==> config.mk <==
export PLATFORM = sky130hd
export DESIGN_NAME = lcd_nibble_driver_flat
export DESIGN_NICKNAME = d
export VERILOG_FILES = /design/src/rtl/lcd_nibble_driver_if.sv /design/src/rtl/lcd_nibble_driver.sv /design/src/flat_wrapper.sv
export SDC_FILE = /design/constraint.sdc
export NUM_CORES = 1
export LEC_CHECK = 0
export CAP_MARGIN = 30
export CELL_PAD_IN_SITES_DETAIL_PLACEMENT = 2
export CELL_PAD_IN_SITES_GLOBAL_PLACEMENT = 2
export CORE_AREA = 3 3 94 78
export DETAILED_ROUTE_END_ITERATION = 8
export DIE_AREA = 0 0 97 81
export PLACE_DENSITY_LB_ADDON = 0.25
export REMOVE_ABC_BUFFERS = 1
export SYNTH_ARGS = -nofsm -noshare
export SYNTH_HDL_FRONTEND = slang
export SYNTH_SLANG_ARGS = --single-unit
==> constraint.sdc <==
create_clock -name clk_in -period 6.4 [get_ports clk_in]
set_clock_uncertainty 0.05 [all_clocks]
set_input_delay 0.96 -clock clk_in [delete_from_list [all_inputs] [get_ports clk_in]]
set_output_delay 0.96 -clock clk_in [all_outputs]
set_load 0.1 [all_outputs]
==> src/rtl/lcd_nibble_driver_if.sv <==
// Byte write channel from the MCU into the LCD nibble driver.
// master = MCU side, slave = driver side.
interface lcd_nibble_driver_if;
  logic       wr_valid;
  logic       wr_rs;
  logic [7:0] wr_data;
  logic       wr_ready;
  logic       busy;

  modport master (
    output wr_valid,
    output wr_rs,
    output wr_data,
    input  wr_ready,
    input  busy
  );

  modport slave (
    input  wr_valid,
    input  wr_rs,
    input  wr_data,
    output wr_ready,
    output busy
  );
endinterface

==> src/rtl/lcd_nibble_driver.sv <==
// HD44780 4-bit mode driver: autonomous power-up init, then splits MCU bytes into
// timed high/low nibble strobes followed by a command wait.
module lcd_nibble_driver #(
  parameter int unsigned POWERUP_CYC   = 750000,
  parameter int unsigned INIT_WAIT_CYC = 250000,
  parameter int unsigned SETUP_CYC     = 4,
  parameter int unsigned E_PULSE_CYC   = 12,
  parameter int unsigned CMD_WAIT_CYC  = 2500,
  parameter int unsigned LONG_WAIT_CYC = 100000
) (
  input  logic                clk_in,
  input  logic                nClear,
  lcd_nibble_driver_if.slave  wr_if,
  output logic [3:0]          lcd_dataout,
  output logic [2:0]          lcd_control
);

  localparam logic [19:0] PowerupLd  = 20'(POWERUP_CYC);
  localparam logic [19:0] InitWaitLd = 20'(INIT_WAIT_CYC);
  localparam logic [19:0] SetupLd    = 20'(SETUP_CYC);
  localparam logic [19:0] EPulseLd   = 20'(E_PULSE_CYC);
  localparam logic [19:0] CmdWaitLd  = 20'(CMD_WAIT_CYC);
  localparam logic [19:0] LongWaitLd = 20'(LONG_WAIT_CYC);

  typedef enum logic [3:0] {
    StPowerup, StInitSu, StInitE, StInitHd, StInitWait, StIdle,
    StHiSu, StHiE, StHiHd, StLoSu, StLoE, StLoHd, StWait
  } state_e;

  state_e      state_q, state_d;
  logic [19:0] cnt_q, cnt_d;
  logic [1:0]  idx_q, idx_d;
  logic [3:0]  nib_q, nib_d;
  logic        rs_q, rs_d;
  logic [7:0]  data_q, data_d;
  logic        last;
  logic        long_wait;

  always_ff @(posedge clk_in or negedge nClear) begin
    if (!nClear) begin
      state_q <= StPowerup;
      cnt_q   <= PowerupLd;
      idx_q   <= 2'd0;
      nib_q   <= 4'h0;
      rs_q    <= 1'b0;
      data_q  <= 8'h00;
    end else begin
      state_q <= state_d;
      cnt_q   <= cnt_d;
      idx_q   <= idx_d;
      nib_q   <= nib_d;
      rs_q    <= rs_d;
      data_q  <= data_d;
    end
  end

  assign last      = (cnt_q == 20'd1);
  // Clear display / return home need the long execution time.
  assign long_wait = !rs_q && (data_q[7:2] == 6'd0) && (data_q[1:0] != 2'd0);

  always_comb begin
    state_d = state_q;
    cnt_d   = cnt_q;
    idx_d   = idx_q;
    nib_d   = nib_q;
    rs_d    = rs_q;
    data_d  = data_q;
    if (state_q != StIdle && !last) begin
      cnt_d = cnt_q - 20'd1;
    end
    unique case (state_q)
      StPowerup: if (last) begin
        state_d = StInitSu;
        cnt_d   = SetupLd;
        idx_d   = 2'd0;
        nib_d   = 4'h3;
        rs_d    = 1'b0;
      end
      StInitSu:  if (last) begin state_d = StInitE;    cnt_d = EPulseLd;   end
      StInitE:   if (last) begin state_d = StInitHd;   cnt_d = SetupLd;    end
      StInitHd:  if (last) begin state_d = StInitWait; cnt_d = InitWaitLd; end
      StInitWait: if (last) begin
        if (idx_q == 2'd3) begin
          state_d = StIdle;
        end else begin
          state_d = StInitSu;
          cnt_d   = SetupLd;
          idx_d   = idx_q + 2'd1;
          nib_d   = (idx_q == 2'd2) ? 4'h2 : 4'h3;
        end
      end
      StIdle: if (wr_if.wr_valid) begin
        state_d = StHiSu;
        cnt_d   = SetupLd;
        data_d  = wr_if.wr_data;
        rs_d    = wr_if.wr_rs;
        nib_d   = wr_if.wr_data[7:4];
      end
      StHiSu: if (last) begin state_d = StHiE;  cnt_d = EPulseLd; end
      StHiE:  if (last) begin state_d = StHiHd; cnt_d = SetupLd;  end
      StHiHd: if (last) begin
        state_d = StLoSu;
        cnt_d   = SetupLd;
        nib_d   = data_q[3:0];
      end
      StLoSu: if (last) begin state_d = StLoE;  cnt_d = EPulseLd; end
      StLoE:  if (last) begin state_d = StLoHd; cnt_d = SetupLd;  end
      StLoHd: if (last) begin
        state_d = StWait;
        cnt_d   = long_wait ? LongWaitLd : CmdWaitLd;
      end
      StWait: if (last) begin state_d = StIdle; end
      default: begin
        state_d = StPowerup;
        cnt_d   = PowerupLd;
      end
    endcase
  end

  // All pins decode directly from flops, so E drops the instant nClear asserts.
  always_comb begin
    wr_if.wr_ready = (state_q == StIdle);
    wr_if.busy     = (state_q != StIdle);
    lcd_dataout    = nib_q;
    lcd_control    = {(state_q == StInitE) || (state_q == StHiE) || (state_q == StLoE),
                      1'b0, rs_q};
  end

endmodule

==> src/flat_wrapper.sv <==
// flat-port wrapper written by rule: the top's interface ports become plain ports
module lcd_nibble_driver_flat 
#(
  parameter int unsigned POWERUP_CYC   = 750000,
  parameter int unsigned INIT_WAIT_CYC = 250000,
  parameter int unsigned SETUP_CYC     = 4,
  parameter int unsigned E_PULSE_CYC   = 12,
  parameter int unsigned CMD_WAIT_CYC  = 2500,
  parameter int unsigned LONG_WAIT_CYC = 100000
)
  (clk_in, nClear, lcd_dataout, lcd_control, wr_if_wr_valid, wr_if_wr_rs, wr_if_wr_data, wr_if_wr_ready, wr_if_busy);
  lcd_nibble_driver_if wr_if_i ();
  input  logic clk_in;
  input  logic nClear;
  output logic [3:0] lcd_dataout;
  output logic [2:0] lcd_control;
  input wire logic [$bits(wr_if_i.wr_valid)-1:0] wr_if_wr_valid;
  input wire logic [$bits(wr_if_i.wr_rs)-1:0] wr_if_wr_rs;
  input wire logic [$bits(wr_if_i.wr_data)-1:0] wr_if_wr_data;
  output wire logic [$bits(wr_if_i.wr_ready)-1:0] wr_if_wr_ready;
  output wire logic [$bits(wr_if_i.busy)-1:0] wr_if_busy;
  assign wr_if_i.wr_valid = wr_if_wr_valid;
  assign wr_if_i.wr_rs = wr_if_wr_rs;
  assign wr_if_i.wr_data = wr_if_wr_data;
  assign wr_if_wr_ready = wr_if_i.wr_ready;
  assign wr_if_busy = wr_if_i.busy;
  lcd_nibble_driver #(.POWERUP_CYC(POWERUP_CYC), .INIT_WAIT_CYC(INIT_WAIT_CYC), .SETUP_CYC(SETUP_CYC), .E_PULSE_CYC(E_PULSE_CYC), .CMD_WAIT_CYC(CMD_WAIT_CYC), .LONG_WAIT_CYC(LONG_WAIT_CYC)) u_core (.clk_in(clk_in), .nClear(nClear), .wr_if(wr_if_i), .lcd_dataout(lcd_dataout), .lcd_control(lcd_control));
endmodule
==> summary.md, run 1 <==
| Metric | Value |
|---|---|
| Last weighted congestion value of the routability-driven placer | `around 0.88` |
| Tcrit/Tclk final | `~64%` |
| Maximum buffer depth of the clock tree | `2` |
| Part of the Yosys area used for sequential elements | `roughly two fifths` |
| Count of synthesis-stage warnings from yosys | `0` |
| Total Nets Final | `309` |
| Crit-path cells | `nand4bb_1 -> clkinv_1 -> clkdlybuf4s50_1` |
| CTS H-tree depth | `2` |
| Ant diodes | `0` |
| Area contributors post-synth | `sky130_fd_sc_hd__dfrtp_1 (29%), sky130_fd_sc_hd__dfstp_2 (11%), sky130_fd_sc_hd__mux2_2 (5.4%)` |
| Launching element type of the critical path | `flop` |
| Critical Path Max Stage Delay | `around 1.2 ns` |
| Drt first pass iters | `4` |
| Cells after Synth | `280` |
| Die Outline Area | `slightly below 0.008 mm2` |
| Core Area | `about 0.0064 mm2` |
| Initial core utilization | `between 30% and 40%` |
| Via-per-instance ratio | `just over 6` |
| Post-route setup slack | `2.29 ns` |
| Initial antenna violation count | `0` |
| Critical Setup Path Class | `reg2out` |
| Routed length per instance | `between 20 and 25 um` |
| Setup Buffers After CTS | `0` |
| Transition time at the pin with the least slew margin | `between 1 and 1.5 ns` |
| Required time of the critical path | `5.39 ns` |
| Total number of vias | `around 2.3k` |
| Layout-stage area growth over the synthesis result | `12.8%` |
| RSZ-0062 raised after global routing | `false` |
| Slowest cell on the critical path | `sky130_fd_sc_hd__clkdlybuf4s50_1` |
| Count of final setup violators | `0` |
| Path class of the lowest-slack min-delay path | `reg2reg` |
| Drt initial violations | `110` |
| Crit-path max FO | `21` |
| Share of final-layout standard cells stronger than drive strength 1 | `16.7%` |
| Primary FF master, synth | `sky130_fd_sc_hd__dfrtp_1` |
| Total Routed Length | `between 8000 and 9000 um` |
| Place WS | `2.68 ns` |
| Total clock buffers created by CTS | `5` |
| Port Buf Inserts | `19` |
| Ratio of total power to cell area | `181 mW/mm2` |
| Setup TNS after final layout | `0 ns` |
| Placed wire-length estimate after detailed placement | `around 6500 um` |
| Average footprint of a synthesized cell | `8.94 um2` |
| Die span in x | `just under 100 um` |
| Worst setup EP type | `primary output` |
| Post-synth EDFFs | `0` |
| DRC Markers | `0` |
| Number of max-slew violations in the final report | `0` |
| CTS tree | `yes` |
| Worst-case headroom to the max-slew limit | `32.9%` |
| Yosys reg bits | `39` |
| CP Data Arrival Time | `just over 3 ns` |
| Leakage power | `~0.0011 uW` |
| Most area-hungry cell type in the Yosys netlist | `sky130_fd_sc_hd__dfrtp_1` |
| Later-pin clock latency in the skew report | `0.30 ns` |
| Die Span Y | `81 um` |
| Combined global-route utilization of all metal layers | `~23%` |
| Largest net degree at the start of global routing | `40` |
| Post-detailed-route count of antenna-violating nets | `0` |
| Cell Rows | `26` |
| Clk slew on worst S/H paths | `about 0.08 ns` |
| Total clock sinks | `39` |
| Final Hold Violating Endpoints | `0` |
| Async set-or-reset flop fraction in the synthesized netlist | `between 90% and 100%` |
| Summed instance area of the synthesized netlist | `roughly 0.0025 mm2` |
| I/O pin count | `21` |
| Total global routing overflow | `0` |
| Number of hold-repair buffers added at the cts stage | `0` |
| Number of library cell types mapped by synthesis | `56` |
| Via count of the first global-routing pass | `about 2.4k` |
| Count of cells resized by post-cts repair | `0` |
| First-pass GRT wire length | `around 14000 um` |
| Maximum clock rate | `244 MHz` |
| Min cycle time layout | `slightly above 4 ns` |
| Area share of the leading cell type in the synthesized netlist | `29.0%` |
| Outcome | `completed` |
| Worst IR drop on VDD | `~0.00011 V` |
| Root Buffer | `sky130_fd_sc_hd__clkbuf_8` |
| Max-cap viol count | `0` |
==> worst max-delay path, delay by kind of cell (launching register included) <==
family,cells,cell delay [ns]
buf+inv,2,1.51
flops,1,0.82
simple gates,1,0.48
==> Yosys cell counts, types with 4 or more instances <==
cell type,count
sky130_fd_sc_hd__or4_1,5
sky130_fd_sc_hd__dfrtp_1,29
sky130_fd_sc_hd__a211oi_1,7
sky130_fd_sc_hd__nand2_1,28
sky130_fd_sc_hd__xor2_1,5
sky130_fd_sc_hd__o211ai_1,5
sky130_fd_sc_hd__nor3_1,7
sky130_fd_sc_hd__dfstp_2,10
sky130_fd_sc_hd__ha_1,4
sky130_fd_sc_hd__nor4_1,9
sky130_fd_sc_hd__mux2_2,12
sky130_fd_sc_hd__xnor2_1,5
sky130_fd_sc_hd__inv_1,9
sky130_fd_sc_hd__nand3_1,9
sky130_fd_sc_hd__a21oi_1,12
sky130_fd_sc_hd__o21ai_0,20
sky130_fd_sc_hd__nor2_1,29
sky130_fd_sc_hd__clkbuf_1,9
sky130_fd_sc_hd__or2_2,4
==> cell families after synthesis <==
| kind of cell | share of synthesized area [%] |
|---|---|
| AO/OA/AOI/OAI | 22.2 |
| XOR/XNOR | 3.50 |
| adder cells (fa/ha/maj) | 2.00 |
| buffers and inverters | 4.20 |
| flip-flops | 39.5 |
| multiplexers | 5.40 |
| other | 0.150 |
| AND/OR/NAND/NOR | 23.0 |
==> worst paths after layout <==
kind / startpoint / end / slack, ns / cells after the start
max in group asynchronous: nClear / u_core.cnt_q[18]$_DFF_PN0_ / 4.96 / 1
setup / recovery: u_core.state_q[2]$_DFFE_PN0P_ / wr_if_wr_ready / 2.29 / 3
hold reg to reg: u_core.data_q[7]$_DFFE_PN0P_ / u_core.data_q[7]$_DFFE_PN0P_ / 0.47 / 1
setup reg to reg: u_core.state_q[2]$_DFFE_PN0P_ / u_core.cnt_q[13]$_DFF_PN1_ / 3.16 / 7
min in group asynchronous: nClear / u_core.state_q[1]$_DFFE_PN0P_ / 0.74 / 1
hold / removal: u_core.data_q[7]$_DFFE_PN0P_ / u_core.data_q[7]$_DFFE_PN0P_ / 0.47 / 1
==> registers in the layout, indices dropped and copies added (netlist names) <==
signal,cells
u_core.lcd_dataout,4
u_core.state_q,4
u_core.data_q,8
u_core.cnt_q,20
u_core.rs_q,1
u_core.idx_q,2
==> where the power goes <==
group          total (uW)  switching (uW)  internal [uW]
sequential            282            17.7            264
combinational        57.6            31.2           26.4
clock                 170            93.0           76.8
==> metal layers <==
metal / track usage [%] / wire length [um] / vias to the layer above
li1: - / - / 1051
met1: 33.3 / 4190 / 1161
met2: 37.1 / 4060 / 63
met3: 4.21 / 501 / 6
met4: 3.93 / 55 / 0
met5: 0 / 0 / -
==> area by class of cell <==
type	instances	area, um2
Timing Repair Buffer	21	200
Tap cell	84	105
Clock inverter	1	5.00
Multi-Input combinational cell	216	1410
Sequential cell	39	988
Inverter	10	37.5
Clock buffer	7	76.3
Fill cell	727	3590
==> layout by cell type (no fill, tap or decap), types with 7 or more instances in the layout <==
| cell type | synthesis | layout |
|---|---|---|
| sky130_fd_sc_hd__nor4_1 | 9 | 9 |
| sky130_fd_sc_hd__nand2_1 | 28 | 28 |
| sky130_fd_sc_hd__inv_1 | 9 | 9 |
| sky130_fd_sc_hd__a211oi_1 | 7 | 7 |
| sky130_fd_sc_hd__nand3_1 | 9 | 9 |
| sky130_fd_sc_hd__mux2_2 | 12 | 12 |
| sky130_fd_sc_hd__nor2_1 | 29 | 29 |
| sky130_fd_sc_hd__dfstp_2 | 10 | 10 |
| sky130_fd_sc_hd__o21ai_0 | 20 | 20 |
| sky130_fd_sc_hd__dfrtp_1 | 29 | 29 |
| sky130_fd_sc_hd__nor3_1 | 7 | 7 |
| sky130_fd_sc_hd__a21oi_1 | 12 | 12 |
| sky130_fd_sc_hd__clkdlybuf4s50_1 | 0 | 18 |
==> metrics by stage <==
stage / total power [uW] / std cells / area, um2 / hold WS, ns / util, %
after floorplan: 315 / 265 / 2430 / 0.430 / -
after detailed placement: 344 / 370 / 2740 / 0.453 / 42.8
after CTS: 515 / 378 / 2820 / 0.471 / 44.0
after global routing: 539 / 378 / 2820 / 0.495 / 44.0
after global placement: 340 / 370 / 2740 / 0.443 / 42.8
final: 510 / 378 / 2820 / 0.469 / 44.0
Power figures use the tool's default switching activity.
==> inputs of run 2 (changes only) <==
--- a/config.mk
+++ b/config.mk
@@ -8,9 +8,9 @@
 export CAP_MARGIN = 30
 export CELL_PAD_IN_SITES_DETAIL_PLACEMENT = 2
 export CELL_PAD_IN_SITES_GLOBAL_PLACEMENT = 2
-export CORE_AREA = 3 3 94 78
+export CORE_AREA = 3 3 103 86
 export DETAILED_ROUTE_END_ITERATION = 8
-export DIE_AREA = 0 0 97 81
+export DIE_AREA = 0 0 106 89
 export PLACE_DENSITY_LB_ADDON = 0.25
 export REMOVE_ABC_BUFFERS = 1
 export SYNTH_ARGS = -nofsm -noshare
==> constraint.sdc (replaced) <==
create_clock -name clk_in -period 3.75 [get_ports clk_in]
set_clock_uncertainty 0.05 [all_clocks]
set_input_delay 0.5625 -clock clk_in [delete_from_list [all_inputs] [get_ports clk_in]]
set_output_delay 0.5625 -clock clk_in [all_outputs]
set_load 0.1 [all_outputs]
==> run 2 against run 1 <==
Power rose by 78%. Clock power is 91% higher. Via count grew 1.7%. Global-route usage is 3.6 points lower. Sequential power increased by 71%. Sequential share of layout area down 1.4 points. Worst setup slack worse by 1.6 ns. First-iteration DRC count up 13%. Hold slack worse by 0.29 ns. Combinational power increased by 77%. Largest cell class unchanged.
==> summary.md, run 2 (synthesis gave the netlist of run 1 again) <==
| Metric | Value |
|---|---|
| DRC Markers | `0 (unchanged)` |
| Required time of the critical path | `3.88 ns (-1.51 ns)` |
| Total global routing overflow | `0 (unchanged)` |
| Slowest cell on the critical path | `sky130_fd_sc_hd__or4b_1` |
| Post-Layout Cell Count | `411 (+8.7%)` |
| Root Buffer | `sky130_fd_sc_hd__clkbuf_8` |
| Die Outline Area | `0.00943 mm2 (+20%)` |
| Leakage power | `0.00112 uW (+6.1%)` |
| Share of final-layout standard cells stronger than drive strength 1 | `20.5% (+3.8 points)` |
| CTS tree | `yes` |
| Layout-stage area growth over the synthesis result | `17.6%` |
| Largest registers ranked by flip-flop count | `u_core.cnt_q (20), u_core.data_q (8)` |
| Placed wire-length estimate after detailed placement | `6650 um (+2.9%)` |
| Largest register FFs | `20 (unchanged)` |
| Cell Rows | `29 (+12%)` |
| Number of inserted filler cells in the final layout | `918 (+26%)` |
| Top reg by flops | `u_core.cnt_q` |
| First-pass GRT wire length | `14200 um (+0.73%)` |
| Worst-case headroom to the max-slew limit | `35.5% (+2.6 points)` |
| Via-per-instance ratio | `5.64 (-6.5%)` |
| Worst IR drop on VDD | `0.000130 V (+19%)` |
| Ant diodes | `0 (unchanged)` |
| Routed length per instance | `21.5 um (-7.5%)` |
| Crit-path max FO | `10 (-52%)` |
| Critical Setup Path Class | `reg2reg` |
| Ratio of total power to cell area | `309 mW/mm2 (+71%)` |
| Largest net degree at the start of global routing | `40 (unchanged)` |
| Pwr Total | `908 uW (+78%)` |
| Endpoint of the most critical register-to-register path | `u_core.lcd_dataout[0]$_DFFE_PN0P_` |
| Core Util, Final | `37.5% (-6.5 points)` |
| Setup Buffers After CTS | `0 (unchanged)` |
| Last weighted congestion value of the routability-driven placer | `0.815 (-6.9%)` |
| Most frequent cells in the layout | `sky130_fd_sc_hd__nor2_1 (29), sky130_fd_sc_hd__dfrtp_1 (29), sky130_fd_sc_hd__nand2_1 (28)` |
| Maximum buffer depth of the clock tree | `2 (unchanged)` |
| Max-cap viol count | `0 (unchanged)` |
| Die span in x | `106 um (+9.3%)` |
| Later-pin clock latency in the skew report | `0.29 ns (about the same)` |
| Number of placed instances, taps included | `402 (+8.6%)` |
| Drt initial violations | `124 (+13%)` |
| Total clock sinks | `39 (unchanged)` |
| Initial antenna violation count | `0 (unchanged)` |
| Via count of the first global-routing pass | `2454 (+0.29%)` |
| Tcrit/Tclk final | `around 81%` |
| Number of hold-repair buffers added at the cts stage | `0 (unchanged)` |
| Total Nets Final | `318 (+2.9%)` |
| I/O pin count | `21 (unchanged)` |
| Path class of the lowest-slack min-delay path | `in2async` |
| Final Hold Violating Endpoints | `0 (unchanged)` |
| Outcome | `completed` |
| Launching element type of the critical path | `flop` |
| Slack of the worst reg-to-reg path | `0.72 ns (-2.44 ns)` |
| Number of max-slew violations in the final report | `0 (unchanged)` |
| Beginning of the worst register-to-register path | `u_core.cnt_q[1]$_DFF_PN0_` |
| Maximum clock rate | `approximately 330 MHz` |
| Core Area | `0.00784 mm2 (+22%)` |
| Total Routed Length | `8850 um (+0.59%)` |
| Reg2Reg Depth | `8 (+1)` |
| Clk slew on worst S/H paths | `0.08 ns (about the same)` |
| Critical Path Max Stage Delay | `0.48 ns (-0.71 ns)` |
| Die Span Y | `89 um (+9.9%)` |
| Count of cells resized by post-cts repair | `0 (unchanged)` |
| Total clock buffers created by CTS | `5 (unchanged)` |
| Port Buf Inserts | `19 (unchanged)` |
| RSZ-0062 raised after global routing | `false` |
| Initial core utilization | `31.9% (-7.1 points)` |
| Drt first pass iters | `4 (unchanged)` |
| Count of final setup violators | `0 (unchanged)` |
| Worst setup EP type | `flop` |
| CP Data Arrival Time | `3.17 ns (+0.07 ns)` |
| Post-detailed-route count of antenna-violating nets | `0 (unchanged)` |
| Min cycle time layout | `3.03 ns` |
| Crit-path cells | `inv_1 -> ha_1 -> or4b_1 -> nor4_2 -> nand3_2 -> o31a_1 -> a211oi_4 -> mux2_2` |
| CTS H-tree depth | `2 (unchanged)` |
| Combined global-route utilization of all metal layers | `19.6% (-3.6 points)` |
| Total number of vias | `2319 (+1.7%)` |
| Transition time at the pin with the least slew margin | `0.964 ns (-0.0384 ns)` |
-- run 2: per-stage QoR --
step                instance area (um2)  TNS (ns)  worst slack, ns  hold slack (ns)
finish                             2940         0            0.715            0.183
global route                       2940         0            0.549            0.196
CTS                                2920         0            0.738            0.382
detailed placement                 2820         0            0.763            0.448
global placement                   2820         0            0.841            0.441
floorplan                          2430     -5.22           -0.552            0.217
-- run 2: worst max-delay path: cells and delay by family, from the launching register on --
kind,cells,cell delay (ns)
buf+inv,1,0.09
compound gates,2,0.73
fa+ha+maj,1,0.16
mux,1,0.39
simple gates,3,1.09
flops,1,0.42
-- run 2: final cells by class --
| cell class | instances | area [um2] | share of cell area [%] |
|---|---|---|---|
| multi-input cells | 216 | 1410 | 47.9 |
| flip-flops and latches | 39 | 988 | 33.6 |
| repair buffers | 30 | 273 | 9.27 |
| well taps | 108 | 135 | 4.59 |
| clock buffers | 8 | 100 | 3.40 |
| inverters | 10 | 37.5 | 1.28 |
-- run 2: metal layers --
layer	track usage (%)	wire length, um	vias to the layer above
met4	4.59	73	0
met5	0	0	-
met1	28.9	4700	1217
met2	30.6	3870	22
met3	2.67	206	8
li1	-	-	1072
-- run 2: how the worst max path moves through the flow --
stage	startpoint	end	slack (ns)	cells after the start
detailed placement	u_core.cnt_q[1]$_DFF_PN0_	u_core.lcd_dataout[1]$_DFFE_PN0P_	0.76	8
global route	u_core.cnt_q[1]$_DFF_PN0_	u_core.lcd_dataout[0]$_DFFE_PN0P_	0.55	8
CTS	u_core.cnt_q[1]$_DFF_PN0_	u_core.lcd_dataout[1]$_DFFE_PN0P_	0.74	8
finish	u_core.cnt_q[1]$_DFF_PN0_	u_core.lcd_dataout[0]$_DFFE_PN0P_	0.72	8
floorplan	u_core.state_q[2]$_DFFE_PN0P_	u_core.cnt_q[7]$_DFF_PN1_	-0.55	7
global placement	u_core.cnt_q[1]$_DFF_PN0_	u_core.lcd_dataout[1]$_DFFE_PN0P_	0.84	8
-- run 2: power breakdown --
part	internal, uW	switching, uW
Combinational	48.7	53.0
Clock	168	155
Sequential	451	31.5
==> inputs of run 3 (changes only) <==
--- a/config.mk
+++ b/config.mk
@@ -8,9 +8,9 @@
 export CAP_MARGIN = 30
 export CELL_PAD_IN_SITES_DETAIL_PLACEMENT = 2
 export CELL_PAD_IN_SITES_GLOBAL_PLACEMENT = 2
-export CORE_AREA = 3 3 103 86
+export CORE_AREA = 3 3 98 81
 export DETAILED_ROUTE_END_ITERATION = 8
-export DIE_AREA = 0 0 106 89
+export DIE_AREA = 0 0 101 84
 export PLACE_DENSITY_LB_ADDON = 0.25
 export REMOVE_ABC_BUFFERS = 1
 export SYNTH_ARGS = -nofsm -noshare
==> constraint.sdc (replaced) <==
create_clock -name clk_in -period 3 [get_ports clk_in]
set_clock_uncertainty 0.05 [all_clocks]
set_input_delay 0.45 -clock clk_in [delete_from_list [all_inputs] [get_ports clk_in]]
set_output_delay 0.45 -clock clk_in [all_outputs]
set_load 0.1 [all_outputs]
==> run 3 against run 2 <==
Die area decreased by 10%. Global-route usage increased by 2.2 points. Power increased by 20%. Largest power group unchanged. Hold slack got worse by 0.035 ns. Critical path depth unchanged. Largest cell class unchanged. Via count increased by 1.2%. Highest routed layer unchanged. Sequential share of layout area decreased by 0.26 points. Routed wire length decreased by 0.46%. Sequential power increased by 26%. First-iteration DRC count increased by 33%.
==> summary.md, run 3 (synthesis gave the netlist of run 1 again) <==
| Metric | Value |
|---|---|
| Die span in x | `101 um (-4.7%)` |
| Most frequent cells in the layout | `sky130_fd_sc_hd__nor2_1 (29), sky130_fd_sc_hd__dfrtp_1 (29), sky130_fd_sc_hd__nand2_1 (28)` |
| Combined global-route utilization of all metal layers | `21.8% (+2.2 points)` |
| Drt first pass iters | `4 (unchanged)` |
| Number of inserted filler cells in the final layout | `758 (-17%)` |
| Crit-path cells | `inv_1 -> ha_1 -> or4b_1 -> nor4_2 -> nand3_2 -> o31a_1 -> a211oi_4 -> mux2_2` |
| Worst-case headroom to the max-slew limit | `49.4% (+14 points)` |
| Worst IR drop on VDD | `0.000170 V (+31%)` |
| Die Outline Area | `0.00848 mm2 (-10%)` |
| Largest register FFs | `20 (unchanged)` |
| First-pass GRT wire length | `14300 um (+1.0%)` |
| Register area | `988 um2 (unchanged)` |
| Post-detailed-route count of antenna-violating nets | `0 (unchanged)` |
| I/O pin count | `21 (unchanged)` |
| Initial antenna violation count | `0 (unchanged)` |
| Port Buf Inserts | `19 (unchanged)` |
| Launching element type of the critical path | `flop` |
| Later-pin clock latency in the skew report | `0.30 ns (about the same)` |
| Number of max-slew violations in the final report | `0 (unchanged)` |
| Core Area | `0.00696 mm2 (-11%)` |
| Via-per-instance ratio | `5.88 (+4.2%)` |
| Total Nets Final | `327 (+2.8%)` |
| Total global routing overflow | `0 (unchanged)` |
| Number of hold-repair buffers added at the cts stage | `0 (unchanged)` |
| Max-cap viol count | `0 (unchanged)` |
| Final Hold Violating Endpoints | `0 (unchanged)` |
| Core Util, Final | `42.6% (+5.1 points)` |
| Critical Path Max Stage Delay | `0.49 ns (about the same)` |
| Path class of the lowest-slack min-delay path | `in2async` |
| Top reg by flops | `u_core.cnt_q` |
| Critical Setup Path Class | `reg2reg` |
| Drt initial violations | `165 (+33%)` |
| Tcrit/Tclk final | `95.2% (+14 points)` |
| Critical path's top delay family | `simple AND/OR/NAND/NOR gates` |
| Transition time at the pin with the least slew margin | `0.754 ns (-0.210 ns)` |
| Via count of the first global-routing pass | `2506 (+2.1%)` |
| Ratio of total power to cell area | `367 mW/mm2 (+19%)` |
| Outcome | `completed` |
| Total clock sinks | `39 (unchanged)` |
| CP Data Arrival Time | `2.98 ns (-0.19 ns)` |
| Ant diodes | `0 (unchanged)` |
| Largest net degree at the start of global routing | `40 (unchanged)` |
| Min cycle time layout | `2.86 ns (-0.178 ns)` |
| Slowest cell on the critical path | `sky130_fd_sc_hd__or4b_1` |
| Die Span Y | `84 um (-5.6%)` |
| Layout-stage area growth over the synthesis result | `18.5%` |
| Routed length per instance | `22.1 um (+2.5%)` |
| Clk slew on worst S/H paths | `0.08 ns (about the same)` |
| Largest registers ranked by flip-flop count | `u_core.cnt_q (20), u_core.data_q (8)` |
| Number of buffers and inverters on the critical path | `1 (unchanged)` |
| Required time of the critical path | `3.13 ns (-0.75 ns)` |
| Total number of vias | `2346 (+1.2%)` |
| RSZ-0062 raised after global routing | `false` |
| CTS H-tree depth | `2 (unchanged)` |
| Last weighted congestion value of the routability-driven placer | `0.862 (+5.8%)` |
| Root Buffer | `sky130_fd_sc_hd__clkbuf_8` |
| Total clock buffers created by CTS | `5 (unchanged)` |
| Share of final-layout standard cells stronger than drive strength 1 | `24.0% (+3.6 points)` |
| CTS tree | `yes` |
| Worst setup EP type | `flop` |
| Total Routed Length | `8810 um (-0.46%)` |
| DRC Markers | `0 (unchanged)` |
| Leakage power | `0.00116 uW (+3.9%)` |
| Initial core utilization | `36.0% (+4.0 points)` |
| Maximum clock rate | `350 MHz (+6.2%)` |
| Pwr Total | `1090 uW (+20%)` |
| Cell Rows | `27 (-6.9%)` |
| Crit-path max FO | `4 (-6)` |
| Maximum buffer depth of the clock tree | `2 (unchanged)` |
| Placed wire-length estimate after detailed placement | `6840 um (+2.9%)` |
| Count of final setup violators | `0 (unchanged)` |
| Slack of the worst reg-to-reg path | `0.14 ns (-0.57 ns)` |
| Area occupied by multi-input gates | `0.00141 mm2 (unchanged)` |
==> run 3: layer usage <==
layer	track usage, %	wire, um	up-vias
met5	0	0	-
met4	4.83	100	0
met3	3.76	322	11
met2	30.7	3740	46
met1	34.3	4650	1192
li1	-	-	1097
==> run 3: stage by stage <==
step | std cells | worst slack [ns] | hold WS, ns | instance area [um2] | TNS [ns]
finish | 399 | 0.144 | 0.148 | 2970 | 0
global route | 399 | 0.0256 | 0.147 | 2970 | 0
CTS | 396 | 0.0270 | 0.265 | 2930 | 0
detailed placement | 388 | 0.0412 | 0.452 | 2850 | 0
global placement | 388 | 0.163 | 0.443 | 2850 | 0
floorplan | 265 | -1.30 | 0.104 | 2430 | -22.13
==> run 3: worst paths after layout <==
check,start,endpoint,cells after the start
min in group clk_in,u_core.lcd_dataout[1]$_DFFE_PN0P_,u_core.lcd_dataout[1]$_DFFE_PN0P_,1
max reg2reg,u_core.cnt_q[1]$_DFF_PN0_,u_core.lcd_dataout[3]$_DFFE_PN0P_,8
min reg2reg,u_core.lcd_dataout[1]$_DFFE_PN0P_,u_core.lcd_dataout[1]$_DFFE_PN0P_,1
min,nClear,u_core.cnt_q[4]$_DFF_PN1_,1
max in group asynchronous,nClear,u_core.cnt_q[13]$_DFF_PN1_,2
max,u_core.cnt_q[1]$_DFF_PN0_,u_core.lcd_dataout[3]$_DFFE_PN0P_,8
==> run 3: timing repair <==
action / in CTS / in global routing
setup endpoints to repair: 0 / 2
resized for setup: 0 / 1
buffers inserted: 0 / 2
==> run 3: layout make-up <==
type                            instances  share of cell area (%)
Clock buffer                            7                    2.57
Clock inverter                          1                   0.169
Inverter                               10                    1.27
Multi-Input combinational cell        216                    47.5
Sequential cell                        39                    33.3
Tap cell                               87                    3.67
Timing Repair Buffer                   39                    11.5
==> run 3: power by group <==
group / leakage [uW] / switching (uW) / internal, uW
clock network: 0.0000422 / 195 / 164
registers: 0.000466 / 43.5 / 564
logic: 0.000653 / 63.8 / 58.9
